### src/rtl/rr_onehot_arbiter_if.sv
// Request/grant bundle between requesters (master) and the round-robin arbiter (slave).
interface rr_onehot_arbiter_if #(
  parameter int N = 8
);
  logic [N-1:0] req_i;
  logic [N-1:0] gnt_o;
  logic         gnt_valid_o;
  logic         timeout_o;

  modport master (
    output req_i,
    input  gnt_o,
    input  gnt_valid_o,
    input  timeout_o
  );

  modport slave (
    input  req_i,
    output gnt_o,
    output gnt_valid_o,
    output timeout_o
  );
endinterface

### src/rtl/rr_onehot_arbiter.sv
// Round-robin arbiter with registered all-zero/one-hot grant, 1-cycle request-to-grant latency;
// no backpressure (grant held while requested). ARB_TIMEOUT_EN adds a MAX_HOLD forced release.
module rr_onehot_arbiter #(
  parameter int N        = 8,
  parameter int MAX_HOLD = 16
) (
  input  logic               clk_i,
  input  logic               rst_ni,
  rr_onehot_arbiter_if.slave bus
);

  localparam int PW = (N > 1) ? $clog2(N) : 1;
  localparam logic [N-1:0] GNT_ONE = N'(1);

  if (N < 2) begin : g_bad_n
    $error("rr_onehot_arbiter: N must be at least 2");
  end
  if ((MAX_HOLD < 2) || (MAX_HOLD > 255)) begin : g_bad_max_hold
    $error("rr_onehot_arbiter: MAX_HOLD must be in 2..255");
  end

  typedef enum logic {
    IDLE  = 1'b0,
    GRANT = 1'b1
  } state_t;

  state_t        state_q, state_d;
  logic [PW-1:0] ptr_q, ptr_d;
  logic [PW-1:0] idx_q, idx_d;
  logic [N-1:0]  gnt_q, gnt_d;
  logic          gnt_valid_q;
  logic          win_found;
  logic [PW-1:0] win_idx;
  logic [PW-1:0] idx_next;
  logic          owner_dropped;

`ifdef ARB_TIMEOUT_EN
  localparam logic [7:0] HOLD_LAST = 8'(MAX_HOLD - 1);
  logic [7:0] hold_q, hold_d;
  logic       timeout_q, timeout_d;
`endif

  // Wrap-around search starting at ptr: the first set request wins.
  always_comb begin
    int            k;
    logic [PW-1:0] cand;
    win_found = 1'b0;
    win_idx   = '0;
    k         = 0;
    cand      = '0;
    for (int i = 0; i < N; i++) begin
      k    = (int'(ptr_q) + i) % N;
      cand = PW'(k);
      if (!win_found && bus.req_i[cand]) begin
        win_found = 1'b1;
        win_idx   = cand;
      end
    end
  end

  assign idx_next      = (idx_q == PW'(N - 1)) ? '0 : idx_q + 1'b1;
  assign owner_dropped = ~bus.req_i[idx_q];

  always_comb begin
    state_d = state_q;
    ptr_d   = ptr_q;
    idx_d   = idx_q;
    gnt_d   = gnt_q;
`ifdef ARB_TIMEOUT_EN
    hold_d    = hold_q;
    timeout_d = 1'b0;
`endif
    unique case (state_q)
      IDLE: begin
        gnt_d = '0;
        if (win_found) begin
          state_d = GRANT;
          idx_d   = win_idx;
          gnt_d   = GNT_ONE << win_idx;
`ifdef ARB_TIMEOUT_EN
          hold_d  = 8'd0;
`endif
        end
      end
      GRANT: begin
        // A normal drop takes precedence over a timeout landing on the same edge.
        if (owner_dropped) begin
          state_d = IDLE;
          ptr_d   = idx_next;
          gnt_d   = '0;
        end
`ifdef ARB_TIMEOUT_EN
        else if (hold_q == HOLD_LAST) begin
          state_d   = IDLE;
          ptr_d     = idx_next;
          gnt_d     = '0;
          timeout_d = 1'b1;
        end else begin
          hold_d = hold_q + 8'd1;
        end
`endif
      end
      default: begin
        state_d = IDLE;
        gnt_d   = '0;
      end
    endcase
  end

  always_ff @(posedge clk_i or negedge rst_ni) begin
    if (!rst_ni) begin
      state_q     <= IDLE;
      ptr_q       <= '0;
      idx_q       <= '0;
      gnt_q       <= '0;
      gnt_valid_q <= 1'b0;
    end else begin
      state_q     <= state_d;
      ptr_q       <= ptr_d;
      idx_q       <= idx_d;
      gnt_q       <= gnt_d;
      gnt_valid_q <= |gnt_d;
    end
  end

`ifdef ARB_TIMEOUT_EN
  always_ff @(posedge clk_i or negedge rst_ni) begin
    if (!rst_ni) begin
      hold_q    <= 8'd0;
      timeout_q <= 1'b0;
    end else begin
      hold_q    <= hold_d;
      timeout_q <= timeout_d;
    end
  end

  assign bus.timeout_o = timeout_q;
`else
  assign bus.timeout_o = 1'b0;
`endif

  assign bus.gnt_o       = gnt_q;
  assign bus.gnt_valid_o = gnt_valid_q;

  a_gnt_onehot0 : assert property (@(posedge clk_i) $onehot0(gnt_q));
  a_gnt_matches_state : assert property (
    @(posedge clk_i) disable iff (!rst_ni) ((state_q == GRANT) == (gnt_q != '0)));

endmodule
### src/flat_wrapper.sv
// flat-port wrapper written by rule: the top's interface ports become plain ports
module rr_onehot_arbiter_flat 
#(
  parameter int N        = 8,
  parameter int MAX_HOLD = 16
)
  (clk_i, rst_ni, bus_req_i, bus_gnt_o, bus_gnt_valid_o, bus_timeout_o);
  rr_onehot_arbiter_if #(.N(N)) bus_i ();
  input  logic clk_i;
  input  logic rst_ni;
  input wire logic [$bits(bus_i.req_i)-1:0] bus_req_i;
  output wire logic [$bits(bus_i.gnt_o)-1:0] bus_gnt_o;
  output wire logic [$bits(bus_i.gnt_valid_o)-1:0] bus_gnt_valid_o;
  output wire logic [$bits(bus_i.timeout_o)-1:0] bus_timeout_o;
  assign bus_i.req_i = bus_req_i;
  assign bus_gnt_o = bus_i.gnt_o;
  assign bus_gnt_valid_o = bus_i.gnt_valid_o;
  assign bus_timeout_o = bus_i.timeout_o;
  rr_onehot_arbiter #(.N(N), .MAX_HOLD(MAX_HOLD)) u_core (.clk_i(clk_i), .rst_ni(rst_ni), .bus(bus_i));
endmodule
### config.mk
export PLATFORM = sky130hd
export DESIGN_NAME = rr_onehot_arbiter_flat
export DESIGN_NICKNAME = d
export VERILOG_FILES = /design/src/rtl/rr_onehot_arbiter_if.sv /design/src/rtl/rr_onehot_arbiter.sv /design/src/flat_wrapper.sv
export SDC_FILE = /design/constraint.sdc
export NUM_CORES = 1
export LEC_CHECK = 0
export BUFFER_PORTS_ARGS = -buffer_cell sky130_fd_sc_hd__buf_2
export CORE_ASPECT_RATIO = 0.5
export CORE_UTILIZATION = 43
export DETAILED_ROUTE_END_ITERATION = 16
export GPL_TIMING_DRIVEN = 0
export SLEW_MARGIN = 20
export SYNTH_ARGS = -nofsm -noshare
export SYNTH_HDL_FRONTEND = slang
export SYNTH_SLANG_ARGS = --single-unit
export TNS_END_PERCENT = 20
### constraint.sdc
create_clock -name clk_i -period 2.95 [get_ports clk_i]
set_clock_uncertainty 0.05 [all_clocks]
set_input_delay 0.295 -clock clk_i [delete_from_list [all_inputs] [get_ports clk_i]]
set_output_delay 0.295 -clock clk_i [all_outputs]
set_load 0.03 [all_outputs]
==> results.json <==
{
  "status": "finished, violations left",
  "failed_checks": "setup timing",
  "grt_pass1_vias": 1232,
  "post_route_cells_drive_above_1_share_pct": 52.8,
  "synth_flop_cell": "sky130_fd_sc_hd__dfrtp_1",
  "netlist_instances": 146,
  "wl_met2_mm": 1.76,
  "max_cap_viol_count": 0,
  "grt_setup_unrepaired": "true",
  "detail_route.wirelength.met1_mm": 2.07,
  "path_max_fanout": 5,
  "timing_hold_violations_final": 0,
  "synth_seq_area_share_pct": 23.9,
  "layout_min_cycle_time_ns": 2.98,
  "numCtsBuffers": 3,
  "setup_tns_final_ns": -0.0605,
  "synthToLayoutAreaGrowth_pct": 24.3,
  "cell_area_after_synthesis_um2": 1680,
  "topRoutingLayerUsed": "met4",
  "ant_nets": 0,
  "dr_wl_met3_um": 129,
  "maxSlewViolCount": 0,
  "slew-limit-headroom_pct": 66.8,
  "detail_route.wirelength_mm": 3.98,
  "timing.critical_path.from_type": "register",
  "dieWidth_um": 90.3,
  "drtIter0Drc": 132,
  "port_buffer_cells": 18,
  "post_synth_num_cell_types": 52,
  "postPlaceCellArea_um2": 1840,
  "grt_first_pass_wirelength_mm": 6.40,
  "dpl.hpwl_mm": 2.93,
  "ctsRootBufferMaster": "sky130_fd_sc_hd__clkbuf_8",
  "clock_tree.htree_level_count": 1,
  "grt_antenna_before_repair": 0,
  "tightestPinTransition_ns": 0.495,
  "die_h_um": 46.1,
  "fin_hold_ws_ns": 0.442,
  "timing.setup.critical_path_class": "reg -> reg",
  "yosys_register_bits": 16,
  "first_pass_iters": 4,
  "clock.fmax_mhz": 335,
  "layout.nets": 196,
  "rows": 15,
  "synth_enable_flop_cells": 0,
  "period_utilization_post_route_pct": 101,
  "initial_utilization_pct": 46.7,
  "wire_per_inst_um": 17.2,
  "route.vias.total": 1372,
  "synth_async_sr_flop_share_pct": 100,
  "tritoncts": "yes",
  "worst_skew_pair.late_latency_ns": 0.24,
  "timing.final.ws_setup_ns": -0.0331,
  "worst_ep_arrival_time_ns": 3.06,
  "ctsLongestPathBuffers": 2,
  "post_drt_via_cell_ratio": 5.94,
  "syn_nets": 160,
  "dieArea_um2": 4160,
  "hold_removal_path_class": "in -> async",
  "post-route-cell-area_um2": 2080,
  "io-pin-count": 20,
  "grt_max_degree": 17,
  "synth_warnings": 0,
  "global_route.overflow_total": 0,
  "cts_num_sinks": 16,
  "drc": 0,
  "syn-mean-instance-area_um2": 11.5,
  "core_um2": 3580,
  "critPathCaptureType": "register",
  "clk_pin_slew_worst_paths_ns": 0.06,
  "finalSetupViolations": 2,
  "critPathRequiredTime_ns": 3.03,
  "grt_util_overall_pct": 20.5,
  "insertedDiodeCount": 0,
  "place_congestion": 0.795
}
[final cells by class]
| type | instances | area [um^2] |
|---|---|---|
| clock buffers | 3 | 41.3 |
| flip-flops and latches | 16 | 402 |
| well taps | 51 | 63.8 |
| repair buffers | 32 | 198 |
| inverters | 8 | 37.5 |
| fillers | 314 | 1500 |
| plain buffers | 8 | 68.8 |
| multi-input cells | 113 | 1270 |
[synthesized netlist by cell type, types with 3 or more instances]
cell | number | area (um^2)
sky130_fd_sc_hd__dfrtp_1 | 16 | 400
sky130_fd_sc_hd__mux4_2 | 13 | 293
sky130_fd_sc_hd__nand2_1 | 13 | 48.8
sky130_fd_sc_hd__a21oi_1 | 7 | 35.0
sky130_fd_sc_hd__inv_1 | 7 | 26.3
sky130_fd_sc_hd__mux2_2 | 7 | 78.8
sky130_fd_sc_hd__a32o_1 | 5 | 50.1
sky130_fd_sc_hd__nor2_1 | 5 | 18.8
sky130_fd_sc_hd__ha_1 | 4 | 50.1
sky130_fd_sc_hd__a211oi_2 | 3 | 37.5
sky130_fd_sc_hd__a21o_1 | 3 | 22.5
sky130_fd_sc_hd__buf_6 | 3 | 33.8
sky130_fd_sc_hd__mux2i_1 | 3 | 30.0
sky130_fd_sc_hd__mux2i_4 | 3 | 67.6
sky130_fd_sc_hd__nand3_1 | 3 | 15.0
sky130_fd_sc_hd__o21ai_0 | 3 | 15.0
sky130_fd_sc_hd__o21ai_1 | 3 | 15.0
[placed cells by master, fill, tap and decap left out, types with 4 or more instances in the layout]
master / netlist / layout
sky130_fd_sc_hd__a21oi_1: 7 / 5
sky130_fd_sc_hd__a32o_1: 5 / 4
sky130_fd_sc_hd__buf_2: 2 / 19
sky130_fd_sc_hd__buf_4: 2 / 14
sky130_fd_sc_hd__dfrtp_1: 16 / 15
sky130_fd_sc_hd__inv_1: 7 / 5
sky130_fd_sc_hd__mux2_2: 7 / 7
sky130_fd_sc_hd__mux4_2: 13 / 13
sky130_fd_sc_hd__nand2_1: 13 / 12
sky130_fd_sc_hd__nor2_1: 5 / 5
[metrics by stage]
stage	worst slack, ns	utilization [%]	cells
floorplan	0.0127	-	146
global placement	-0.346	51.2	215
detailed placement	-0.341	51.2	215
CTS	0.00331	56.8	229
global route	-0.139	58.1	231
finish	-0.0331	58.1	231
[worst max-delay path, cell delays in order, from the launching register on]
cell and delay, ns:
sky130_fd_sc_hd__dfrtp_1 0.41, sky130_fd_sc_hd__buf_6 0.13, sky130_fd_sc_hd__buf_8 0.10, sky130_fd_sc_hd__inv_8 0.03, sky130_fd_sc_hd__ha_4 0.29, sky130_fd_sc_hd__mux4_2 0.56
sky130_fd_sc_hd__mux2_2 0.33, sky130_fd_sc_hd__nand4_1 0.15, sky130_fd_sc_hd__a21boi_4 0.09, sky130_fd_sc_hd__buf_4 0.14, sky130_fd_sc_hd__a211o_4 0.33, sky130_fd_sc_hd__a32o_1 0.26
[timing repair]
action,CTS,global route
setup buffers,11,3
pin swaps,8,11
gates resized for setup,19,6
endpoints found under the hold margin,16,0
hold buffers,1,0
endpoints found under the setup margin,12,10
[flip-flops by register name, indices dropped and copies added (netlist names)]
register and cells:
u_core.bus.gnt_o 8, u_core.bus.gnt_valid_o 1, u_core.idx_q 3, u_core.ptr_q 3
u_core.state_q 1
[final timing paths]
path / startpoint / to / slack [ns] / cells past startpoint
max: u_core.ptr_q[0]$_DFFE_PN0P_ / u_core.bus.gnt_o[5]$_DFF_PN0_ / -0.03 / 11
min reg2reg: u_core.bus.gnt_o[3]$_DFF_PN0_ / u_core.bus.gnt_o[3]$_DFF_PN0_ / 0.46 / 2
max in group asynchronous: rst_ni / u_core.ptr_q[1]$_DFFE_PN0P_ / 2.12 / 2
min in group clk_i: u_core.bus.gnt_o[3]$_DFF_PN0_ / u_core.bus.gnt_o[3]$_DFF_PN0_ / 0.46 / 2
min: rst_ni / u_core.bus.gnt_o[1]$_DFF_PN0_ / 0.44 / 2
max reg2reg: u_core.ptr_q[0]$_DFFE_PN0P_ / u_core.bus.gnt_o[5]$_DFF_PN0_ / -0.03 / 11
[kinds of logic after synthesis]
group	count (synthesis)	synth area share [%]
AOI/OAI and AO/OA	42	21.3
buffers and inverters	17	5.75
adders and majority gates	4	2.99
other	1	0.224
xor gates and xnor gates	4	2.99
muxes	30	32.9
and+or+nand+nor	32	9.93
DFF	16	23.9
[metal layers]
metal / vias up / track usage (%)
li1: 644 / -
met5: - / 0
met4: 0 / 7.10
met3: 4 / 1.32
met1: 685 / 32.5
met2: 39 / 29.6
Power is left out: the tool's default activity adds up to more than one toggle a clock period on the data nets, which glitch-free logic cannot reach.
